File: src/rtl/exe_pkg.sv
// ---------------------------------------------------------------------------
// exe_pkg
// Shared definitions for the multi-cycle execute stage:
//   - ALU control encodings, including the HI/LO and multiply/divide ops
//   - iterative-unit FSM state type
//   - operand forwarding select codes
//   - is_muldiv() helper used to spot iterative ops
// ---------------------------------------------------------------------------
package exe_pkg;

   // Single-cycle ALU operations
   localparam logic [5:0] ALU_ADD   = 6'h00;
   localparam logic [5:0] ALU_SUB   = 6'h01;
   localparam logic [5:0] ALU_AND   = 6'h02;
   localparam logic [5:0] ALU_OR    = 6'h03;
   localparam logic [5:0] ALU_XOR   = 6'h04;
   localparam logic [5:0] ALU_NOR   = 6'h05;
   localparam logic [5:0] ALU_SLT   = 6'h06;
   localparam logic [5:0] ALU_SLTU  = 6'h07;
   localparam logic [5:0] ALU_SLL   = 6'h08;
   localparam logic [5:0] ALU_SRL   = 6'h09;
   localparam logic [5:0] ALU_SRA   = 6'h0A;
   localparam logic [5:0] ALU_LUI   = 6'h0B;

   // Iterative and HI/LO operations
   localparam logic [5:0] ALU_MULT  = 6'h10;
   localparam logic [5:0] ALU_MULTU = 6'h11;
   localparam logic [5:0] ALU_DIV   = 6'h12;
   localparam logic [5:0] ALU_DIVU  = 6'h13;
   localparam logic [5:0] ALU_MFHI  = 6'h14;
   localparam logic [5:0] ALU_MFLO  = 6'h15;
   localparam logic [5:0] ALU_MTHI  = 6'h16;
   localparam logic [5:0] ALU_MTLO  = 6'h17;

   typedef enum logic [1:0] {
      ST_IDLE = 2'd0,
      ST_BUSY = 2'd1,
      ST_DONE = 2'd2
   } md_state_t;

   localparam logic [1:0] FWD_RF  = 2'd0;
   localparam logic [1:0] FWD_MEM = 2'd1;
   localparam logic [1:0] FWD_WB  = 2'd2;

   function automatic logic is_muldiv(input logic [5:0] ctl);
      return ctl inside {ALU_MULT, ALU_MULTU, ALU_DIV, ALU_DIVU};
   endfunction

endpackage

File: src/rtl/muldiv_iter.sv
// ---------------------------------------------------------------------------
// muldiv_iter
// One-bit-per-cycle multiply (shift-add) / divide (restoring) on operand
// magnitudes, with sign fixup on the way out.
// Ports:
//   CLK, RESET        clock, asynchronous active-low reset
//   start             accept a, b, is_signed and op (0 = multiply, 1 = divide)
//   is_signed, op     operation mode, sampled on start
//   a, b              operands (multiplicand/multiplier or dividend/divisor)
//   stall_in          downstream cannot take the result this cycle
//   busy              unit is not idle
//   done              result retires this cycle (hi/lo valid)
//   hi, lo            product high/low, or remainder/quotient
// ---------------------------------------------------------------------------
module muldiv_iter
   import exe_pkg::*;
#(
   parameter int XLEN = 32
) (
   input  logic            CLK,
   input  logic            RESET,
   input  logic            start,
   input  logic            is_signed,
   input  logic            op,
   input  logic [XLEN-1:0] a,
   input  logic [XLEN-1:0] b,
   input  logic            stall_in,
   output logic            busy,
   output logic            done,
   output logic [XLEN-1:0] hi,
   output logic [XLEN-1:0] lo
);

   localparam int CW = $clog2(XLEN);

   md_state_t         state_q, state_d;
   logic [CW-1:0]     cnt_q;
   logic [2*XLEN-1:0] acc_q, acc_step, res, prod;
   logic [XLEN-1:0]   dsr_q, a_raw_q, quo, rem;
   logic [XLEN:0]     add_sum, cand, diff;
   logic              div_q, a_neg_q, b_neg_q, b_zero_q, last_iter;
   logic              a_neg, b_neg;

   function automatic logic [XLEN-1:0] mag(input logic [XLEN-1:0] v, input logic neg);
      return neg ? -v : v;
   endfunction

   assign a_neg = is_signed & a[XLEN-1];
   assign b_neg = is_signed & b[XLEN-1];

   // acc holds {partial product, multiplier} or {remainder, dividend/quotient}
   always_comb begin
      add_sum = {1'b0, acc_q[2*XLEN-1:XLEN]} + (acc_q[0] ? {1'b0, dsr_q} : '0);
      cand    = {acc_q[2*XLEN-1:XLEN], acc_q[XLEN-1]};
      diff    = cand - {1'b0, dsr_q};
      if (!div_q)
         acc_step = {add_sum, acc_q[XLEN-1:1]};
      else if (!diff[XLEN])
         acc_step = {diff[XLEN-1:0], acc_q[XLEN-2:0], 1'b1};
      else
         acc_step = {cand[XLEN-1:0], acc_q[XLEN-2:0], 1'b0};
   end

   // On the last iteration the final value is still combinational
   always_comb begin
      res  = (state_q == ST_DONE) ? acc_q : acc_step;
      prod = (a_neg_q ^ b_neg_q) ? -res : res;
      quo  = res[XLEN-1:0];
      rem  = res[2*XLEN-1:XLEN];
      hi   = prod[2*XLEN-1:XLEN];
      lo   = prod[XLEN-1:0];
      if (div_q) begin
         if (b_zero_q) begin
            hi = a_raw_q;
            lo = '1;
         end else begin
            lo = (a_neg_q ^ b_neg_q) ? -quo : quo;
            hi = a_neg_q ? -rem : rem;
         end
      end
   end

   always_comb begin
      state_d   = state_q;
      done      = 1'b0;
      last_iter = (state_q == ST_BUSY) && (cnt_q == CW'(XLEN - 1));
      case (state_q)
         ST_IDLE: if (start) state_d = ST_BUSY;
         ST_BUSY: begin
            if (last_iter) begin
               if (!stall_in) begin
                  done    = 1'b1;
                  state_d = ST_IDLE;
               end else begin
                  state_d = ST_DONE;
               end
            end
         end
         ST_DONE: begin
            if (!stall_in) begin
               done    = 1'b1;
               state_d = ST_IDLE;
            end
         end
         default: state_d = ST_IDLE;
      endcase
   end

   assign busy = (state_q != ST_IDLE);

   always_ff @(posedge CLK or negedge RESET) begin
      if (!RESET) begin
         state_q  <= ST_IDLE;
         cnt_q    <= '0;
         acc_q    <= '0;
         dsr_q    <= '0;
         a_raw_q  <= '0;
         div_q    <= 1'b0;
         a_neg_q  <= 1'b0;
         b_neg_q  <= 1'b0;
         b_zero_q <= 1'b0;
      end else begin
         state_q <= state_d;
         if (state_q == ST_IDLE && start) begin
            cnt_q    <= '0;
            div_q    <= op;
            a_neg_q  <= a_neg;
            b_neg_q  <= b_neg;
            b_zero_q <= (b == '0);
            a_raw_q  <= a;
            acc_q    <= {{XLEN{1'b0}}, op ? mag(a, a_neg) : mag(b, b_neg)};
            dsr_q    <= op ? mag(b, b_neg) : mag(a, a_neg);
         end else if (state_q == ST_BUSY) begin
            acc_q <= acc_step;
            cnt_q <= cnt_q + CW'(1);
         end
      end
   end

endmodule

File: src/rtl/exe_stage_mc.sv
// ---------------------------------------------------------------------------
// exe_stage_mc
// Multi-cycle execute stage between ID/EXE and EXE/MEM: MEM/WB operand
// forwarding, single-cycle ALU, HI/LO registers fed by an iterative
// multiply/divide unit, and stall handshakes towards ID and from MEM.
// Ports:
//   CLK, RESET                       clock, asynchronous active-low reset
//   Valid_IN, Instr_IN, Instr_PC_IN  incoming instruction and debug info
//   OperandA_IN/B_IN, SrcA/B_Reg_IN  register-file operands and their indices
//   WriteRegister_IN, RegWrite_IN, MemRead_IN, MemWrite_IN, MemWriteData_IN
//                                    control/data passed on to MEM
//   ALU_Control_IN, ShiftAmount_IN   operation select and shift amount
//   MemWriteReg/MemRegWrite/Mem_ALU_result  MEM-stage forwarding source
//   WBWriteReg/WBRegWrite/WB_result         WB-stage forwarding source
//   Stall_IN                         MEM cannot accept; hold outputs
//   Stall_OUT                        ID must hold its instruction
//   *_OUT                            registered outputs to MEM
// ---------------------------------------------------------------------------
module exe_stage_mc
   import exe_pkg::*;
#(
   parameter int XLEN = 32,
   parameter int REGW = 5,
   parameter int CTLW = 6
) (
   input  logic            CLK,
   input  logic            RESET,
   input  logic            Valid_IN,
   input  logic [XLEN-1:0] Instr_IN,
   input  logic [XLEN-1:0] Instr_PC_IN,
   input  logic [XLEN-1:0] OperandA_IN,
   input  logic [XLEN-1:0] OperandB_IN,
   input  logic [REGW-1:0] SrcA_Reg_IN,
   input  logic [REGW-1:0] SrcB_Reg_IN,
   input  logic [REGW-1:0] WriteRegister_IN,
   input  logic            RegWrite_IN,
   input  logic            MemRead_IN,
   input  logic            MemWrite_IN,
   input  logic [XLEN-1:0] MemWriteData_IN,
   input  logic [CTLW-1:0] ALU_Control_IN,
   input  logic [4:0]      ShiftAmount_IN,
   input  logic [REGW-1:0] MemWriteReg,
   input  logic            MemRegWrite,
   input  logic [XLEN-1:0] Mem_ALU_result,
   input  logic [REGW-1:0] WBWriteReg,
   input  logic            WBRegWrite,
   input  logic [XLEN-1:0] WB_result,
   input  logic            Stall_IN,
   output logic            Stall_OUT,
   output logic            Valid_OUT,
   output logic [XLEN-1:0] Instr_OUT,
   output logic [XLEN-1:0] Instr_PC_OUT,
   output logic [XLEN-1:0] ALU_result_OUT,
   output logic [REGW-1:0] WriteRegister_OUT,
   output logic [XLEN-1:0] MemWriteData_OUT,
   output logic            RegWrite_OUT,
   output logic [CTLW-1:0] ALU_Control_OUT,
   output logic            MemRead_OUT,
   output logic            MemWrite_OUT
);

   logic [1:0]             sel_a, sel_b;
   logic [XLEN-1:0]        opa_p0, opb_p0, alu_p0, result_p0, stdata_p0;
   logic signed [XLEN-1:0] opa_s_p0, opb_s_p0;
   logic [XLEN-1:0]        hi_q, lo_q, md_hi, md_lo;
   logic [5:0]             op_p0;
   logic                   is_md, md_start, md_busy, md_done, int_stall, vld_p0;

   // Register 0 is hard-wired, so it is never a forwarding match
   function automatic logic [1:0] fwd_sel(input logic [REGW-1:0] src,
                                          input logic mem_we, input logic [REGW-1:0] mem_reg,
                                          input logic wb_we,  input logic [REGW-1:0] wb_reg);
      if (src == '0)                    return FWD_RF;
      if (mem_we && (mem_reg == src))   return FWD_MEM;
      if (wb_we && (wb_reg == src))     return FWD_WB;
      return FWD_RF;
   endfunction

   function automatic logic [XLEN-1:0] fwd_val(input logic [1:0] sel, input logic [XLEN-1:0] rf,
                                               input logic [XLEN-1:0] mem, input logic [XLEN-1:0] wb);
      case (sel)
         FWD_MEM: return mem;
         FWD_WB:  return wb;
         default: return rf;
      endcase
   endfunction

   assign sel_a     = fwd_sel(SrcA_Reg_IN, MemRegWrite, MemWriteReg, WBRegWrite, WBWriteReg);
   assign sel_b     = fwd_sel(SrcB_Reg_IN, MemRegWrite, MemWriteReg, WBRegWrite, WBWriteReg);
   assign opa_p0    = fwd_val(sel_a, OperandA_IN, Mem_ALU_result, WB_result);
   assign opb_p0    = fwd_val(sel_b, OperandB_IN, Mem_ALU_result, WB_result);
   assign stdata_p0 = (sel_b == FWD_RF) ? MemWriteData_IN : opb_p0;
   assign opa_s_p0  = opa_p0;
   assign opb_s_p0  = opb_p0;
   assign op_p0     = 6'(ALU_Control_IN);

   always_comb begin
      alu_p0 = '0;
      case (op_p0)
         ALU_ADD:  alu_p0 = opa_p0 + opb_p0;
         ALU_SUB:  alu_p0 = opa_p0 - opb_p0;
         ALU_AND:  alu_p0 = opa_p0 & opb_p0;
         ALU_OR:   alu_p0 = opa_p0 | opb_p0;
         ALU_XOR:  alu_p0 = opa_p0 ^ opb_p0;
         ALU_NOR:  alu_p0 = ~(opa_p0 | opb_p0);
         ALU_SLT:  alu_p0 = XLEN'(opa_s_p0 < opb_s_p0);
         ALU_SLTU: alu_p0 = XLEN'(opa_p0 < opb_p0);
         ALU_SLL:  alu_p0 = opb_p0 << ShiftAmount_IN;
         ALU_SRL:  alu_p0 = opb_p0 >> ShiftAmount_IN;
         ALU_SRA:  alu_p0 = opb_s_p0 >>> ShiftAmount_IN;
         ALU_LUI:  alu_p0 = opb_p0 << (XLEN / 2);
         ALU_MFHI: alu_p0 = hi_q;
         ALU_MFLO: alu_p0 = lo_q;
         default:  alu_p0 = '0;
      endcase
   end

   // ID keeps presenting the mult/div while Stall_OUT is high, so the
   // same instruction is on the inputs again when the unit completes.
   assign is_md     = Valid_IN && is_muldiv(op_p0);
   assign md_start  = is_md && !md_busy && !Stall_IN;
   assign int_stall = md_start || (md_busy && !md_done);
   assign Stall_OUT = Stall_IN || int_stall;
   assign vld_p0    = Valid_IN && !int_stall;
   assign result_p0 = md_done ? md_lo : alu_p0;

   muldiv_iter #(.XLEN(XLEN)) u_md (
      .CLK       (CLK),
      .RESET     (RESET),
      .start     (md_start),
      .is_signed (op_p0 == ALU_MULT || op_p0 == ALU_DIV),
      .op        (op_p0 == ALU_DIV || op_p0 == ALU_DIVU),
      .a         (opa_p0),
      .b         (opb_p0),
      .stall_in  (Stall_IN),
      .busy      (md_busy),
      .done      (md_done),
      .hi        (md_hi),
      .lo        (md_lo)
   );

   always_ff @(posedge CLK or negedge RESET) begin
      if (!RESET) begin
         hi_q <= '0;
         lo_q <= '0;
      end else if (!Stall_IN) begin
         if (md_done) begin
            hi_q <= md_hi;
            lo_q <= md_lo;
         end else if (vld_p0 && op_p0 == ALU_MTHI) begin
            hi_q <= opa_p0;
         end else if (vld_p0 && op_p0 == ALU_MTLO) begin
            lo_q <= opa_p0;
         end
      end
   end

   // EXE/MEM boundary: bubbles mask only the control bits
   always_ff @(posedge CLK or negedge RESET) begin
      if (!RESET) begin
         Valid_OUT         <= 1'b0;
         Instr_OUT         <= '0;
         Instr_PC_OUT      <= '0;
         ALU_result_OUT    <= '0;
         WriteRegister_OUT <= '0;
         MemWriteData_OUT  <= '0;
         RegWrite_OUT      <= 1'b0;
         ALU_Control_OUT   <= '0;
         MemRead_OUT       <= 1'b0;
         MemWrite_OUT      <= 1'b0;
      end else if (!Stall_IN) begin
         Valid_OUT         <= vld_p0;
         Instr_OUT         <= Instr_IN;
         Instr_PC_OUT      <= Instr_PC_IN;
         ALU_result_OUT    <= result_p0;
         WriteRegister_OUT <= WriteRegister_IN;
         MemWriteData_OUT  <= stdata_p0;
         RegWrite_OUT      <= vld_p0 && RegWrite_IN;
         ALU_Control_OUT   <= ALU_Control_IN;
         MemRead_OUT       <= vld_p0 && MemRead_IN;
         MemWrite_OUT      <= vld_p0 && MemWrite_IN;
      end
   end

endmodule

File: config.mk
export PLATFORM = sky130hd
export DESIGN_NAME = exe_stage_mc
export DESIGN_NICKNAME = d
export VERILOG_FILES = /design/src/rtl/exe_pkg.sv /design/src/rtl/muldiv_iter.sv /design/src/rtl/exe_stage_mc.sv
export SDC_FILE = /design/constraint.sdc
export NUM_CORES = 2
export LEC_CHECK = 0
export CAP_MARGIN = 20
export CORE_AREA = 2 2 186 370
export CTS_CLUSTER_DIAMETER = 120
export DETAILED_ROUTE_END_ITERATION = 12
export DIE_AREA = 0 0 188 372
export PLACE_DENSITY = 0.79
export SKIP_CTS_REPAIR_TIMING = 1
export SLEW_MARGIN = 20
export SYNTH_ARGS = -nofsm -noshare
export SYNTH_HDL_FRONTEND = slang
export SYNTH_SLANG_ARGS = --single-unit
File: constraint.sdc
create_clock -name CLK -period 5.05 [get_ports CLK]
set_input_delay 1.515 -clock CLK [delete_from_list [all_inputs] [get_ports CLK]]
set_output_delay 1.515 -clock CLK [all_outputs]
set_load 0.1 [all_outputs]
======== Word level (Yosys, flattened, before mapping) ========
Index checks and enable logic that the tools add are counted.
W data, S select, Z words.
word-level totals
  input port bits ......................... 269
  flip-flop bits (word level) ............. 346
  word-level logic and storage cells ...... 177
  output and inout port bits .............. 144
cells by class
  $add $sub $neg .......................... 10
  multiplexer cells ....................... 61
  order comparisons ....................... 2
  shift-type cells ........................ 3
  bitwise gates (word level) .............. 8
  reductions and logical operators ........ 38
  eq/ne operators ......................... 34
operator list
  cell                  number
  $mux W32              18
  $pmux W32 S14         1
  $mux W64              6
  $neg A32 Y32          4
  $pmux W32 S2          2
  $lt A32 B32 Y1        2
  $neg A64 Y64          1
  $eq A6 B5 Y1 const B  8
  $add A32 B33 Y33      1
  $sub A33 B32 Y33      1
  $add A32 B32 Y32      1
  $and A32 B32 Y32      1
  $logic_not A32 Y1     1
  $mux W2               16
  $not A32 Y32          1
  $or A32 B32 Y32       1
  $shl A32 B5 Y32       1
  $shr A32 B5 Y32       1
  $sshr A32 B5 Y32      1
  $sub A32 B32 Y32      1
  $xor A32 B32 Y32      1
  $eq A6 B3 Y1 const B  4
  $eq A6 B4 Y1 const B  4
  $eq A5 B5 Y1          4
  25 further kinds      74

======== Longest topological paths before layout ========
  depth after elaboration ................. 15
  depth in mapped cells ................... 27
  gate-level depth less buffers ........... 25

======== Modules after synthesis ========
Synthesis repeated with hierarchy kept, for this count alone.
unflattened totals
  cells, all modules ...................... 4908
  area total of the unflattened synthesis .. 38204.1 um2
modules (own cells, without submodules)
  module        seq. area each (um2)  times used  cells an instance  area an instance (um2)
  exe_stage_mc  5180.0                1           2594               21170.3
  muldiv_iter   3478.3                1           2314               17033.8

======== Worst setup path before layout ========
Ideal clock, no wire load.
  path type ............................... input to register
  from .................................... input port SrcB_Reg_IN[1]
  to ...................................... register ALU_result_OUT[27]
  cell stages on the path ................. 24
  library setup time ...................... 0.133 ns
  data required time ...................... 4.917 ns
  buffers on the path ..................... 3
  setup slack ............................. -1.794 ns
  arrival time ............................ 6.711 ns
  cells stage by stage .................... xor2_1 -> nor4_1 -> and3_1 -> or4_1 -> ha_1 -> clkbuf_1 -> clkinv_1 -> clkbuf_1 -> o21ai_0 -> clkbuf_1 -> ha_1 -> o21ba_2 -> o21bai_1 -> a2111oi_0 -> nor2_1 -> o311ai_0 -> a31oi_1 -> a211o_1 -> o311ai_0 -> o31ai_1 -> mux2i_1 -> o2111ai_1 -> nand2_1 -> nand3_1
on the way
  word-level cells in the longest chain between the ends .. 14
  elaborated cells on any way between the ends .. 30
  classes of those cells .................. add/sub (2); eq/ne (4); shift (3); mux (14); bitwise (4); reduce/logical (3)
RTL lines
  what                                                                      RTL line             RTL
  start, declared                                                           exe_stage_mc.sv:34   input logic [REGW-1:0] SrcB_Reg_IN,
  $eq A5 B5 Y1                                                              exe_stage_mc.sv:75   if (wb_we && (wb_reg == src)) return FWD_WB;
  $logic_and A1 B1 Y1                                                       exe_stage_mc.sv:75
  $mux W1 (2 in series)                                                     exe_stage_mc.sv:75
  $mux W1                                                                   exe_stage_mc.sv:74   if (mem_we && (mem_reg == src)) return FWD_MEM;
  $mux W2                                                                   exe_stage_mc.sv:76   return FWD_RF;
  $mux W2                                                                   exe_stage_mc.sv:75
  $mux W2 (*)                                                               exe_stage_mc.sv:74
  $eq A2 B2 Y1 or $eq A2 B1 Y1 (tied branches)                              exe_stage_mc.sv:81   case (sel)
  $pmux W32 S2 (*)                                                          exe_stage_mc.sv:81
  parallel branches: the longest is 2 deep, another holds $sub A32 B32 Y32  n/a
  $pmux W32 S14 (*)                                                         exe_stage_mc.sv:99   case (op_p0)
  $mux W32 (*)                                                              exe_stage_mc.sv:125  assign result_p0 = md_done ? md_lo : alu_p0;
  end signal, assigned                                                      exe_stage_mc.sv:175  ALU_result_OUT <= result_p0;
  end, declared                                                             exe_stage_mc.sv:53   output logic [XLEN-1:0] ALU_result_OUT,
Mark *: on every way between the ends. The select of a mux whose other input is x is not followed.
A chain may end at the register's enable or synchronous reset.

======== Worst setup path in the final report ========
  from .................................... input port MemWriteReg[0]
  to ...................................... register ALU_result_OUT[29]
on the way
  word-level cells in the longest chain between the ends .. 13
  elaborated cells on any way between the ends .. 35
  classes of those cells .................. add/sub (2); eq/ne (6); shift (3); mux (18); bitwise (4); reduce/logical (2)
RTL lines
  what                                                                       RTL line             RTL
  start, declared                                                            exe_stage_mc.sv:42   input logic [REGW-1:0] MemWriteReg,
  parallel branches: the longest is 11 deep, another holds $sub A32 B32 Y32  n/a
  $pmux W32 S14 (*)                                                          exe_stage_mc.sv:99
  $mux W32 (*)                                                               exe_stage_mc.sv:125
Marks and branches as above.

==> results.txt <==
----------------------------------------------------
[Outcome]
  Run status ... finished, violations left
  Violated checks ... negative setup slack

[Placement]
  Port Buf Inserts ... 412
  HPWL reported at the end of detailed placement ... roughly 140 mm
  Pre-CTS setup slack ... -1.903 ns
  Gp weighted congestion ... approximately 1.1

[Synth]
  Unique cell type count in the Yosys netlist ... roughly 110
  Synth Register Bits ... around 350
  Average size of a mapped cell ... 7.765 sq um
  Syn. warnings ... 0
  Async S/R FF share, synth ... 100.0%
  Top post-synthesis cells by area ... dfrtp_1 25%, ha_1 6.4%, o21ai_0 6.4%, a21oi_1 5.4%, nand2_1 5.4%
  Sequential-to-total area share from yosys stat ... between 20% and 30%
  Number of enable flip-flop cells after synthesis ... 0
  Share of the synthesized area in the top cell type ... around a quarter
  Number of nets in the synthesized netlist ... roughly 5.0k
  Most instantiated flip-flop cell in the synthesis netlist ... dfrtp_1
  Top cell type by total area after synthesis ... dfrtp_1
  Synth Instances ... about 4.5k
  Netlist area before placement ... between 0.03 and 0.04 sq mm

[Detailed routing]
  Residual DRC ... 0
  Post-detailed-route wirelength per cell ... about 29 um
  Via count ... around 45k
  Residual antenna-violating net count after detailed routing ... 0
  WL final ... approximately 190 mm
  Via/cell ratio ... between 6 and 7
  DRC marker count from the first detailed-route iteration ... between 6k and 7k
  Detailed-router iteration count before antenna repair ... 9

[Floorplan]
  Area of the core region ... 0.06740 sq mm
  Starting density of the core ... roughly 52%
  Die outline width ... between 150 and 200 um
  Standard-cell rows ... 135
  Area of the die ... 0.06994 sq mm
  I/O Pins ... between 400 and 500
  Height of the chip ... 372 um

[Worst setup path]
  Minimum setup slack among reg-to-reg paths ... -0.08 ns
  Data arrival time of the critical path ... 6.25 ns
  Reg2reg start ... u_md.acc_q[31]$_DFFE_PN0P_
  Path type of the worst setup path ... input port to register
  CP required ... ~5.6 ns
  Startpoint Class ... input port
  Launch point of the worst path ... MemWriteReg[0]
  Crit path capture type ... register
  Slowest CP cell ... or4_4
  Maximum fanout along the worst path ... 6
  Delay contributed by the slowest stage of the critical path ... between 0.5 and 0.6 ns

[Hold path]
  Worst min-delay path startpoint ... MemWriteData_OUT[14]$_DFFE_PN0N_
  Worst hold path class ... register to register

[Global routing]
  Met1 track demand over resource ... 58.58%
  Vias in the first global route ... 42.59k
  Wire length of the first global-routing pass ... 268.2 mm
  Met3 Use GR ... about an eighth
  All-layer global routing usage ... 50.82%
  Maximum number of pins on one net before global-route repair ... about 180
  Overflow left after global routing ... 0
  Met2 capacity usage during global routing ... around 80%
  Layer carrying the most global-route usage ... met2
  Initial antenna violation count ... 5

[Layout]
  Fraction of layout instances using a drive strength above 1 ... 28.19%
  Layout-stage area growth over the synthesis result ... 43.53%
  Final layout net count ... 6,086

[Clocking]
  Clock-pin transition on the worst setup and hold timing paths ... roughly 0.07 ns
  Clock buffer count from CTS ... 37
  CTS root buffer ... clkbuf_16
  Clock network latency to the later pin of the worst-skew pair ... about 0.65 ns
  H-tree levels ... 2
  Maximum number of buffers from clock root to sink ... 3
  Clock sinks ... roughly 350
  Clock tree from TritonCTS ... built

[STA]
  RSZ-0062 raised after global routing ... yes
  Clock Skews ... 0.03349 ns
  Final Hold Violating Endpoints ... 0
  Tcrit/Tclk final ... 114.0%
  Max transition margin ... 18.34%
  Min Clock Period, post-route ... 5.755 ns
  Setup tns final ... -21.40 ns
  Count of final max-slew check failures ... 0
  Setup-failing EPs final ... 60
  Worst setup slack after layout ... -0.7046 ns
  Highest attainable clock frequency ... 0.1738 GHz
  Worst-margin pin slew ... between 1 and 1.5 ns

[Power]
  Power density over cell area ... around 520 mW/mm^2
  Peak supply drop ... about 940 uV
  Leakage Power ... around 22 nW

[Flow run]
  Max capacitance violation total ... 0

----------------------------------------------------
[routing by layer]
layer	vias to the layer above	wire length, um
li1	18983	-
met1	21040	62690
met2	3729	82340
met3	1101	22420
met4	6	20680
met5	-	39
[final cells by class]
class / count / area (sq um)
clock inverters: 26 / 291.5
inverters: 170 / 655.6
fillers: 4845 / 16730
well taps: 890 / 1114
repair buffers: 1386 / 12050
diodes: 3 / 7.507
multi-input cells: 3692 / 26890
flip-flops and latches: 346 / 8662
clock buffers: 41 / 992.2
[report_power, final]
| group | switching, mW | internal, mW | leakage [nW] |
|---|---|---|---|
| registers | 0.946 | 3.58 | 4.20 |
| clock network | 1.48 | 1.62 | 0.613 |
| logic | 11.3 | 7.64 | 16.9 |
[sequential cells by signal, summed over array words and instances, names as in the netlist, 2 cells and up]
register	flops
u_md.acc_q	64
ALU_result_OUT	32
Instr_OUT	32
Instr_PC_OUT	32
MemWriteData_OUT	32
hi_q	32
lo_q	32
u_md.a_raw_q	32
u_md.dsr_q	32
ALU_Control_OUT	6
WriteRegister_OUT	5
u_md.cnt_q	5
u_md.state_q	2
[synth_stat cells, drive strengths merged, types with 56 or more instances]
| master | instances |
|---|---|
| and2 | 58 |
| nand2 | 505 |
| xor2 | 66 |
| inv | 162 |
| a31oi | 56 |
| a22oi | 88 |
| mux2i | 173 |
| a21oi | 379 |
| dfrtp | 346 |
| o21ai | 479 |
| mux2 | 100 |
| buf | 60 |
| o211ai | 108 |
| a211oi | 64 |
| xnor2 | 147 |
| nand3 | 72 |
| nor3 | 60 |
| nor2 | 395 |
| clkbuf | 278 |
| ha | 180 |
[per-stage QoR]
stage	instance area [sq um]	util (%)	cells	hold slack [ns]	power [mW]
5_1_grt	50660	75.17	6552	0.5089	27.67
2_1_floorplan	35970	-	4546	0.4446	15.16
3_5_place_dp	46820	69.47	6404	0.4699	21.68
6_report	50670	75.18	6554	0.4852	26.55
4_1_cts	48100	71.37	6471	0.4852	24.85
3_3_place_gp	46820	69.47	6404	0.4636	21.14
[path summary, 6_finish.rpt]
kind / to / depth (start not counted)
max: ALU_result_OUT[29]$_DFFE_PN0N_ / 27
min: MemWriteData_OUT[14]$_DFFE_PN0N_ / 2
max reg2reg: hi_q[31]$_DFFE_PN0P_ / 20
min reg2reg: MemWriteData_OUT[14]$_DFFE_PN0N_ / 2
max in group asynchronous: Instr_OUT[5]$_DFFE_PN0N_ / 2
min in group asynchronous: u_md.acc_q[53]$_DFFE_PN0P_ / 1
[placed cells by master (no fill, tap or decap), types with 41 or more instances in the layout]
master,netlist,layout
buf_4,2,899
nand2_1,504,496
clkdlybuf4s50_1,0,382
nor2_1,394,374
o21ai_0,448,369
dfrtp_1,346,345
a21oi_1,378,335
mux2i_1,172,166
ha_1,180,145
inv_1,159,138
xnor2_1,147,137
o211ai_1,108,108
mux2_2,98,96
a22oi_1,88,83
o21ai_1,31,72
nand3_1,71,63
xor2_1,66,61
and2_1,57,53
a211oi_1,62,51
buf_6,1,50
a21o_1,49,49
a31oi_1,55,48
a221o_1,45,45
nor3_1,60,42
o21a_1,49,42
clkbuf_16,0,41
[critical path: cells and delay by family]
kind                       cells  cell delay [ns]
and+or+nand+nor                6             1.13
adders and majority gates      2             0.57
AOI/OAI and AO/OA             10             1.76
buffers and inverters          8             1.07
xor gates and xnor gates       1             0.18
[cells by family (layout without fill, tap and decap cells)]
logic type | Yosys count | count (layout) | synth area share (%)
AO/OA/AOI/OAI | 1678 | 1678 | 31.10
XOR/XNOR | 213 | 213 | 5.285
adder cells (fa/ha/maj) | 184 | 184 | 6.607
buffers and inverters | 508 | 1623 | 5.472
flip-flops | 346 | 346 | 24.53
multiplexers | 302 | 302 | 9.977
other | 0 | 3 | 0
AND/OR/NAND/NOR | 1315 | 1315 | 17.03
Power figures use the tool's default switching activity.
